[src/rtl/mmio_defs.vh]
// Shared address map constants and decode helpers for the mmio_dmem block.
// Address constants are plain unsized integers so they compare cleanly against 32-bit decode values.
// Guarded so that it can be pulled in by the package and by every design file.
`ifndef MMIO_DEFS_VH
`define MMIO_DEFS_VH

`define MMIO_ADDR_ZERO      0
`define MMIO_ADDR_CH0       1
`define MMIO_ADDR_STATUS    15
`define MMIO_ADDR_OUT0      16
`define MMIO_STATUS_OVR_LSB 16

// True when address a falls inside the window [lo, lo+n)
`define MMIO_IN_RANGE(a, lo, n) (((a) >= (lo)) && ((a) < ((lo) + (n))))

`endif

[src/rtl/mmio_dmem_pkg.sv]
// Purpose: shared region type and address-region decode for mmio_dmem.
// Latency: combinational helper only.
// Backpressure: not applicable.
`include "mmio_defs.vh"

package mmio_dmem_pkg;

   typedef enum logic [2:0] {
      RGN_ZERO,
      RGN_CHAN,
      RGN_STATUS,
      RGN_OUT,
      RGN_RAM,
      RGN_NONE
   } mmio_rgn_t;

   // Classify a word address into one of the map regions
   function automatic mmio_rgn_t mmio_decode(input int unsigned a,
                                             input int unsigned nch,
                                             input int unsigned nout,
                                             input int unsigned ram_base,
                                             input int unsigned ram_depth);
      if (a == `MMIO_ADDR_ZERO)                            return RGN_ZERO;
      if (`MMIO_IN_RANGE(a, `MMIO_ADDR_CH0, nch))          return RGN_CHAN;
      if (a == `MMIO_ADDR_STATUS)                          return RGN_STATUS;
      if (`MMIO_IN_RANGE(a, `MMIO_ADDR_OUT0, nout))        return RGN_OUT;
      if (`MMIO_IN_RANGE(a, ram_base, ram_depth))          return RGN_RAM;
      return RGN_NONE;
   endfunction

endpackage

[src/rtl/mmio_scratch_ram.sv]
// Purpose: synchronous single-port scratch RAM, read-before-write on a shared address.
// Latency: 1 cycle read; rdata only changes on a read cycle, otherwise it holds.
// Backpressure: none, every access completes in one cycle.
module mmio_scratch_ram #(
   parameter int WID   = 32,
   parameter int DEPTH = 64,
   parameter int AW    = $clog2(DEPTH)
) (
   input  logic           clock,
   input  logic           rd,
   input  logic           wr,
   input  logic [AW-1:0]  addr,
   input  logic [WID-1:0] wdata,
   output logic [WID-1:0] rdata
);

   logic [WID-1:0] mem [DEPTH];

   // Array write and registered read; NBA ordering returns the pre-write word on a shared access
   always_ff @(posedge clock) begin
      if (wr) mem[addr] <= wdata;
      if (rd) rdata <= mem[addr];
   end

endmodule

[src/rtl/mmio_dmem.sv]
// Purpose: MMIO data memory: latched input channels, STATUS, output regs, scratch RAM (optional MMIO_OVERRUN_EN adds sticky overrun flags).
// Latency: reads return on q one cycle after rden; writes and captures take effect at the edge.
// Backpressure: none, every access and strobe is accepted every cycle.
`include "mmio_defs.vh"

module mmio_dmem
   import mmio_dmem_pkg::*;
#(
   parameter int WID       = 32,
   parameter int ADDR_W    = 12,
   parameter int NCH       = 5,
   parameter int NOUT      = 4,
   parameter int RAM_DEPTH = 64,
   parameter int RAM_BASE  = 64
) (
   input  logic                clock,
   input  logic                reset,
   input  logic [ADDR_W-1:0]   address,
   input  logic [WID-1:0]      data,
   input  logic                wren,
   input  logic                rden,
   output logic [WID-1:0]      q,
   input  logic [NCH*WID-1:0]  in_value,
   input  logic [NCH-1:0]      in_strobe,
   output logic [NCH-1:0]      in_valid,
`ifdef MMIO_OVERRUN_EN
   output logic [NCH-1:0]      overrun,
`endif
   output logic [NOUT*WID-1:0] out_regs
);

   localparam int RAM_AW = $clog2(RAM_DEPTH);

   logic [31:0]     a_u;
   mmio_rgn_t       rgn;
   logic [NCH-1:0]  rd_clr;
   logic [WID-1:0]  snap [NCH];
   logic [WID-1:0]  status;
   logic [WID-1:0]  rd_word;
   logic [WID-1:0]  q_hold;
   logic            q_ram;
   logic [WID-1:0]  ram_q;

   assign a_u = 32'(address);
   assign rgn = mmio_decode(a_u, NCH, NOUT, RAM_BASE, RAM_DEPTH);

   // Per-channel read-clear: only a real read (rden) of the channel address clears its flag
   always_comb begin
      rd_clr = '0;
      for (int i = 0; i < NCH; i++)
         rd_clr[i] = rden && (a_u == 32'(`MMIO_ADDR_CH0 + i));
   end

   // STATUS word: valid flags low, overrun flags from bit 16 when enabled, zero elsewhere
   always_comb begin
      status = '0;
      status[NCH-1:0] = in_valid;
`ifdef MMIO_OVERRUN_EN
      for (int i = 0; i < NCH; i++)
         status[`MMIO_STATUS_OVR_LSB + i] = overrun[i];
`endif
   end

   // Read mux for everything except RAM, which has its own output register
   always_comb begin
      rd_word = '0;
      case (rgn)
         RGN_STATUS: rd_word = status;
         RGN_CHAN: begin
            for (int i = 0; i < NCH; i++)
               if (a_u == 32'(`MMIO_ADDR_CH0 + i)) rd_word = snap[i];
         end
         RGN_OUT: begin
            for (int j = 0; j < NOUT; j++)
               if (a_u == 32'(`MMIO_ADDR_OUT0 + j)) rd_word = out_regs[j*WID +: WID];
         end
         default: rd_word = '0;
      endcase
   end

   // Channel capture and valid flags; a strobe beats a same-edge read-clear
   always_ff @(posedge clock or posedge reset) begin
      if (reset) begin
         in_valid <= '0;
         for (int i = 0; i < NCH; i++) snap[i] <= '0;
      end else begin
         for (int i = 0; i < NCH; i++) begin
            if (in_strobe[i]) begin
               snap[i]     <= in_value[i*WID +: WID];
               in_valid[i] <= 1'b1;
            end else if (rd_clr[i]) begin
               in_valid[i] <= 1'b0;
            end
         end
      end
   end

`ifdef MMIO_OVERRUN_EN
   logic [NCH-1:0] ovr_set;
   logic [NCH-1:0] ovr_clr;

   // Overrun set when fresh data lands on unread data; W1C via STATUS write
   always_comb begin
      ovr_set = in_strobe & in_valid & ~rd_clr;
      ovr_clr = '0;
      for (int i = 0; i < NCH; i++)
         ovr_clr[i] = wren && (rgn == RGN_STATUS) && data[`MMIO_STATUS_OVR_LSB + i];
   end

   // Sticky overrun flags; a set on the same edge as a clear wins
   always_ff @(posedge clock or posedge reset) begin
      if (reset) overrun <= '0;
      else       overrun <= (overrun & ~ovr_clr) | ovr_set;
   end
`endif

   // Writable output registers
   always_ff @(posedge clock or posedge reset) begin
      if (reset) begin
         out_regs <= '0;
      end else if (wren && (rgn == RGN_OUT)) begin
         for (int j = 0; j < NOUT; j++)
            if (a_u == 32'(`MMIO_ADDR_OUT0 + j)) out_regs[j*WID +: WID] <= data;
      end
   end

   mmio_scratch_ram #(
      .WID   (WID),
      .DEPTH (RAM_DEPTH),
      .AW    (RAM_AW)
   ) u_ram (
      .clock (clock),
      .rd    (rden && (rgn == RGN_RAM)),
      .wr    (wren && (rgn == RGN_RAM)),
      .addr  (address[RAM_AW-1:0]),
      .wdata (data),
      .rdata (ram_q)
   );

   // Read data register plus RAM-source select; both hold when rden is low
   always_ff @(posedge clock or posedge reset) begin
      if (reset) begin
         q_hold <= '0;
         q_ram  <= 1'b0;
      end else if (rden) begin
         q_hold <= rd_word;
         q_ram  <= (rgn == RGN_RAM);
      end
   end

   assign q = q_ram ? ram_q : q_hold;

endmodule

[config.mk]
export PLATFORM = sky130hd
export DESIGN_NAME = mmio_dmem
export DESIGN_NICKNAME = d
export VERILOG_FILES = /design/src/rtl/mmio_dmem_pkg.sv /design/src/rtl/mmio_scratch_ram.sv /design/src/rtl/mmio_dmem.sv
export VERILOG_INCLUDE_DIRS = /design/src /design/src/rtl
export SDC_FILE = /design/constraint.sdc
export NUM_CORES = 2
export LEC_CHECK = 0
export CAP_MARGIN = 20
export CORE_MARGIN = 2
export CORE_UTILIZATION = 55
export CTS_CLUSTER_DIAMETER = 150
export DETAILED_ROUTE_END_ITERATION = 8
export PLACE_DENSITY = 0.72
export SLEW_MARGIN = 20
export SYNTH_ARGS = -nofsm -noshare
export SYNTH_HDL_FRONTEND = slang
export SYNTH_SLANG_ARGS = --single-unit
[constraint.sdc]
create_clock -name clock -period 12.3 [get_ports clock]
set_clock_uncertainty 0.1 [all_clocks]
set_input_delay 2.46 -clock clock [delete_from_list [all_inputs] [get_ports clock]]
set_output_delay 2.46 -clock clock [all_outputs]
set_load 0.005 [all_outputs]
# ---- After elaboration in Yosys (flattened, before gate mapping)
# Memories as Yosys holds them, arrays and structs flattened. A register that Yosys moved wholly into a read port is not among the register bits.
# Cells that the tools add are included.
dict set report op_classes {
  n_eq_ne 14
  reduce_logical 21
  muxes 48
  order_cmp 6
}
# cell count
set ops {}
lappend ops {{$mux 32} 10}
lappend ops {{$pmux 32 s3} 1}
lappend ops {{$eq 12x5->1 const B} 4}
lappend ops {{$logic_not 32->1} 1}
lappend ops {{$mux 3} 10}
lappend ops {{$mux 1} 27}
lappend ops {{$eq 12x2->1 const B} 2}
lappend ops {{$eq 12x3->1 const B} 2}
lappend ops {{$eq 12x1->1 const B} 1}
lappend ops {{$eq 12x4->1 const B} 1}
lappend ops {{$ge 12x1->1 const B} 1}
lappend ops {{$ge 12x5->1 const B} 1}
lappend ops {{$ge 12x7->1 const B} 1}
lappend ops {{$lt 12x3->1 const B} 1}
lappend ops {{$lt 12x5->1 const B} 1}
lappend ops {{$lt 12x8->1 const B} 1}
lappend ops {{$logic_and 1x1->1} 11}
lappend ops {{$reduce_bool 2->1} 5}
lappend ops {{$reduce_and 2->1} 4}
lappend ops {{$eq 3x2->1 const B} 2}
lappend ops {{$eq 3x1->1 const B} 1}
lappend ops {{$eq 3x3->1 const B} 1}
dict set report totals {
  reg_bits 326
  mem_bits_rw 2048
  mem_count 1
  output_inout_bits 165
  wordCells 106
}
# memory words word_bits rd rd_ports_with_merged_regs wr line
set mem_list {}
lappend mem_list {u_ram.mem 64 32 1 1 1 mmio_scratch_ram.sv:17} ;# logic [WID-1:0] mem [DEPTH];

# ---- Longest topological paths before layout
dict set report logic_depth {
  word_depth 22
  mapped_depth 12
  ltp_nobuf 5
}

# ---- By module
# Synthesis repeated with hierarchy kept, for this count alone.
dict set report unflattened {
  hier_cells 5366
  hier_area_um2 94556.9
}
# module area_each_um2 cells_per_inst instances seq_area_each_um2
set modules_own_cells {}
lappend modules_own_cells {mmio_scratch_ram 79248.5 4239 1 62459.9}
lappend modules_own_cells {mmio_dmem 15308.4 1127 1 8157.8}

# ---- Worst setup path before layout
# Ideal clock, no wire load.
dict set report synth_timing {
  kind {input-to-reg}
  start {input port address[5]}
  end {memory u_ram.mem[40][0], enable pin}
  slack_ns 4.798
  required_time_ns 11.698
  t_arrival_ns 6.900
  path_stages 7
  setup_ns 0.502
  path_cell_list {clkbuf_1 > nor2b_1 > clkbuf_1 > clkbuf_1 > buf_1 > nand2_1 > nor4_1}
}
dict set report synth_between {
  elab_chain_cells 16
  elab_cells_between_ends 39
  classes_between {order compare (6); eq/ne (2); mux (26); reduce/logical (5)}
}
# item line
set synth_lines {}
lappend synth_lines {{start: declaration} mmio_dmem.sv:18} ;# input logic [ADDR_W-1:0] address,
lappend synth_lines {{$ge 12x7->1 (no line) or $lt 12x8->1 (tied branches)} -}
lappend synth_lines {{$logic_and 1x1->1 (no line)} -}
lappend synth_lines {{$mux 1 (2 in series)} mmio_dmem_pkg.sv:27} ;# if (`MMIO_IN_RANGE(a, ram_base, ram_depth)) return RGN_RAM;
lappend synth_lines {{$mux 1} mmio_dmem_pkg.sv:26} ;# if (`MMIO_IN_RANGE(a, `MMIO_ADDR_OUT0, nout)) return RGN_OUT;
lappend synth_lines {{$mux 1} mmio_dmem_pkg.sv:25} ;# if (a == `MMIO_ADDR_STATUS) return RGN_STATUS;
lappend synth_lines {{$mux 1} mmio_dmem_pkg.sv:24} ;# if (`MMIO_IN_RANGE(a, `MMIO_ADDR_CH0, nch)) return RGN_CHAN;
lappend synth_lines {{$mux 3} mmio_dmem_pkg.sv:28} ;# return RGN_NONE;
lappend synth_lines {{$mux 3} mmio_dmem_pkg.sv:27}
lappend synth_lines {{$mux 3} mmio_dmem_pkg.sv:26}
lappend synth_lines {{$mux 3} mmio_dmem_pkg.sv:25}
lappend synth_lines {{$mux 3} mmio_dmem_pkg.sv:24}
lappend synth_lines {{$eq 3x3->1} mmio_dmem.sv:134} ;# .wr (wren && (rgn == RGN_RAM)),
lappend synth_lines {{$logic_and 1x1->1} mmio_dmem.sv:134}
lappend synth_lines {{$mux 1} mmio_scratch_ram.sv:21} ;# if (wr) mem[addr] <= wdata;
lappend synth_lines {{$mux 1 (not written as such)} mmio_scratch_ram.sv:21}
lappend synth_lines {{end: declaration} mmio_scratch_ram.sv:17}
# Parallel ways exist; a longest one is shown, timed or not. The select of a mux whose other input is x is not followed.

# ---- Worst setup path in the final report
dict set report layout_timing {
  start {input port address[2]}
  end {register u_ram.rdata[25] (read register of u_ram.mem), data pin}
}
dict set report layout_between {
  elab_chain_cells 14
  elab_cells_between_ends 37
  classes_between {order compare (6); eq/ne (2); mux (24); reduce/logical (5)}
}
# item line
set layout_lines {}
lappend layout_lines {{$ge 12x7->1 (no line) or $lt 12x8->1 (tied branches)} -}
lappend layout_lines {{$logic_and 1x1->1 (no line)} -}
lappend layout_lines {{$mux 1 (2 in series)} mmio_dmem_pkg.sv:27}
lappend layout_lines {{$mux 1} mmio_dmem_pkg.sv:26}
lappend layout_lines {{$mux 1} mmio_dmem_pkg.sv:25}
lappend layout_lines {{$mux 1} mmio_dmem_pkg.sv:24}
lappend layout_lines {{$mux 3} mmio_dmem_pkg.sv:28}
lappend layout_lines {{$mux 3} mmio_dmem_pkg.sv:27}
lappend layout_lines {{$mux 3} mmio_dmem_pkg.sv:26}
lappend layout_lines {{$mux 3} mmio_dmem_pkg.sv:25}
lappend layout_lines {{$mux 3} mmio_dmem_pkg.sv:24}
lappend layout_lines {{$eq 3x3->1} mmio_dmem.sv:133} ;# .rd (rden && (rgn == RGN_RAM)),
lappend layout_lines {{$logic_and 1x1->1} mmio_dmem.sv:133}
lappend layout_lines {{end: declaration} mmio_scratch_ram.sv:14} ;# output logic [WID-1:0] rdata
# Parallel ways exist; a longest one is shown, timed or not. The select of a mux whose other input is x is not followed.
# A chain may end at the register's enable or synchronous reset.

==> impl_metrics.tcl <==
set metrics [dict create \
    multi_input_area_um2 23500 \
    layout-drive-gt1-share 0.216 \
    rsz0062_at_grt "no" \
    outcome "finished with violations" \
    root_buffer "clkbuf_16" \
    dp_hpwl_mm 167 \
    first_global_vias 53000 \
    die_h_um 421 \
    synth_cell_type_count 70 \
    rr_worst_depth 4 \
    cts.sinks 2406 \
    clkSlewWorstSetupHoldPaths_ns 0.06 \
    dieArea_um2 177000 \
    max-slew-margin-rel 0.183 \
    maxSlewViolCount 0 \
    antenna_found_initial 28 \
    hold_path_depth 1 \
    crit_type "in -> reg" \
    drv_cap 0 \
    fin_ws_ns 6.04 \
    path_max_fanout 54 \
    drtIter0Drc 7906 \
    synth_most_common_cell "edfxtp_1" \
    rows 152 \
    cts.htree.levels 4 \
    cts_setup_buffers 0 \
    grt_max_degree 116 \
    layout.nets 5870 \
    wl_mm 283 \
    clockBufferDepth 3 \
    areaGrowthSynthToFinish_pct 14.7 \
    clock_latency_ns 0.88 \
    gp_congestion 0.921 \
    overflow 0 \
    hold_path.class "reg -> reg" \
    wire_per_inst_um 34.6 \
    min_to "q_hold[3]$_DFFE_PP0P_" \
    tightest_slew_ns 1.22 \
    violations "antenna rules" \
    vias 54100 \
    cts_tree "done" \
    ys_ff_latch 2406 \
    die_w_um 421 \
    end_kind "register" \
    ios 378 \
    numCtsBuffers 228 \
    register_area_um2 70600 \
    drc 0 \
    drt_first_pass_iters 8 \
    finish.utilization 0.636 \
    fin_crit_ns 6.26 \
    port_buffers 377 \
    cellPowerDensity_nw_per_um2 153 \
    syn_area_per_cell_um2 18.4 \
    arrival_ns 6.78 \
    ant_nets 1 \
    pre_cts_slack_ns 5.25 \
    design.core.area_um2 172000 \
    yosys_warnings 0 \
    postCtsHoldBufs 0 \
    finalHoldViolCount 0 \
    p_leak_nw 37.4 \
    r2r-end "u_ram.rdata[21]$_DFFE_PP_" \
    yosysTopAreaCellShare 0.655 \
    synth_edf_count 2080 \
    synthTopCellsByArea "edfxtp_1, dfrtp_1, mux4_2" \
    synth_fp_nets 5407 \
    timing.final.crit_share 0.509 \
    cp-start-kind "input port" \
    ys_seq_area_frac 0.740 \
    cts-resized-gates 0 \
    finalSetupViolCount 0 \
    grt_usage 0.318 \
    required_ns 12.82 \
    fmax_ghz 0.160 \
    hp-start "q_hold[3]$_DFFE_PP0P_" \
    rrSetupSlack_ns 9.77 \
    via_per_inst 6.62 \
    holdWs_ns 0.389 \
    synth_area_um2 95400 \
    fill_cells 11800 \
    grt_pass1_wl_mm 394 \
    synthTopCellsByCount "edfxtp_1, mux2i_1, mux2_2" \
    r2r_start "u_ram.mem[18][21]$_DFFE_PP_" \
    setup-tns-final_ns 0 \
    async_flop_share 0.135 \
    ir_worst_vdd_mv 0.145 \
    yosysTopAreaCell "edfxtp_1" \
    synthFlopType "edfxtp_1" \
    start_util 0.555 \
    synthCells 5194 \
]
## registers in the layout (all words and copies together), names as in the netlist
signal and cells:
in_valid 5, out_regs 128, q_hold 32, q_ram 1, snap 160, u_ram.mem 2048, u_ram.rdata 32
## kinds of logic (layout without fill, tap and decap cells)
family / count (synthesis) / after routing / share of synthesized area
XOR/XNOR: 1 / 1 / 0.0000918
other: 0 / 12 / 0
AND/OR/NAND/NOR: 536 / 536 / 0.0274
multiplexers: 1148 / 1148 / 0.159
buffers and inverters: 347 / 1002 / 0.0194
AO/OA/AOI/OAI: 756 / 756 / 0.0539
flip-flops: 2406 / 2406 / 0.740
## layer usage
layer | wire length (µm) | vias to the layer above | global-route usage
li1 | - | 21900 | -
met1 | 102000 | 28000 | 0.424
met2 | 130000 | 3553 | 0.485
met3 | 32300 | 630 | 0.0702
met4 | 17800 | 18 | 0.182
met5 | 123 | - | 0
## where the power goes
part | switching [mW] | internal [mW]
logic | 0.636 | 0.345
registers | 0.0429 | 8.93
clock network | 3.02 | 3.77
total | 3.70 | 13.1
## area by class of cell
cell class,instances,area share
antenna,12,0.000274
sequential,2406,0.645
multi-input combinational,2441,0.215
clock inverter,133,0.0103
timing repair buffer,566,0.0468
tap,2310,0.0264
inverter,14,0.000572
clock buffer,289,0.0554
## worst max-delay path, cell delays in order
cell	delay, ns
buf_8	0.35
buf_4	0.68
buf_4	0.70
buf_4	0.83
mux2i_1	0.29
a22oi_1	0.12
a31oi_1	0.60
o21ai_0	0.21
a211o_1	0.32
## stage by stage
step,power [mW],cell area [µm²],instances
after detailed placement,10.1,102000,7737
final,16.8,109000,8171
after global routing,17.2,109000,8163
after floorplan,9.62,95400,5194
after CTS,16.8,109000,8159
after global placement,10.1,102000,7734
## cell usage in the layout (no fill, tap or decap), types with 11 or more instances in the layout
cell | netlist | final
a21oi_1 | 113 | 113
edfxtp_1 | 2080 | 2080
a22o_1 | 15 | 15
mux2i_1 | 532 | 532
a222oi_1 | 25 | 25
mux2_2 | 351 | 351
a211oi_1 | 48 | 48
a2111oi_0 | 20 | 17
nor3_1 | 27 | 21
bufinv_16 | 0 | 14
clkbuf_16 | 0 | 232
inv_1 | 14 | 12
clkdlybuf4s50_1 | 0 | 335
a22oi_1 | 170 | 170
nand2_1 | 184 | 184
a31oi_1 | 50 | 48
nor2_4 | 0 | 56
o32a_1 | 11 | 11
nor2_1 | 143 | 92
dfrtp_1 | 326 | 325
clkinv_2 | 0 | 39
nand3_1 | 47 | 47
nor2b_1 | 37 | 31
o21ai_0 | 133 | 129
a21o_1 | 14 | 14
buf_4 | 58 | 181
o211ai_1 | 37 | 37
clkinv_1 | 0 | 59
buf_2 | 117 | 38
mux4_2 | 259 | 259
o31a_1 | 15 | 15
clkbuf_1 | 114 | 53
nand3b_1 | 11 | 11
o22ai_1 | 56 | 56
diode_2 | 0 | 12
## how the worst max path moves through the flow
stage	start	endpoint	slack, ns	cells after the start
final	address[2]	u_ram.rdata[25]$_DFFE_PP_	6.04	9
after global routing	address[2]	u_ram.rdata[25]$_DFFE_PP_	5.96	9
after CTS	address[2]	u_ram.rdata[25]$_DFFE_PP_	6.16	9
after detailed placement	address[2]	u_ram.rdata[25]$_DFFE_PP_	5.25	9
after global placement	address[2]	u_ram.rdata[25]$_DFFE_PP_	5.31	9
after floorplan	reset	in_valid[0]$_DFFE_PP0P_	0.71	1
(Power assumes the default switching activity.)
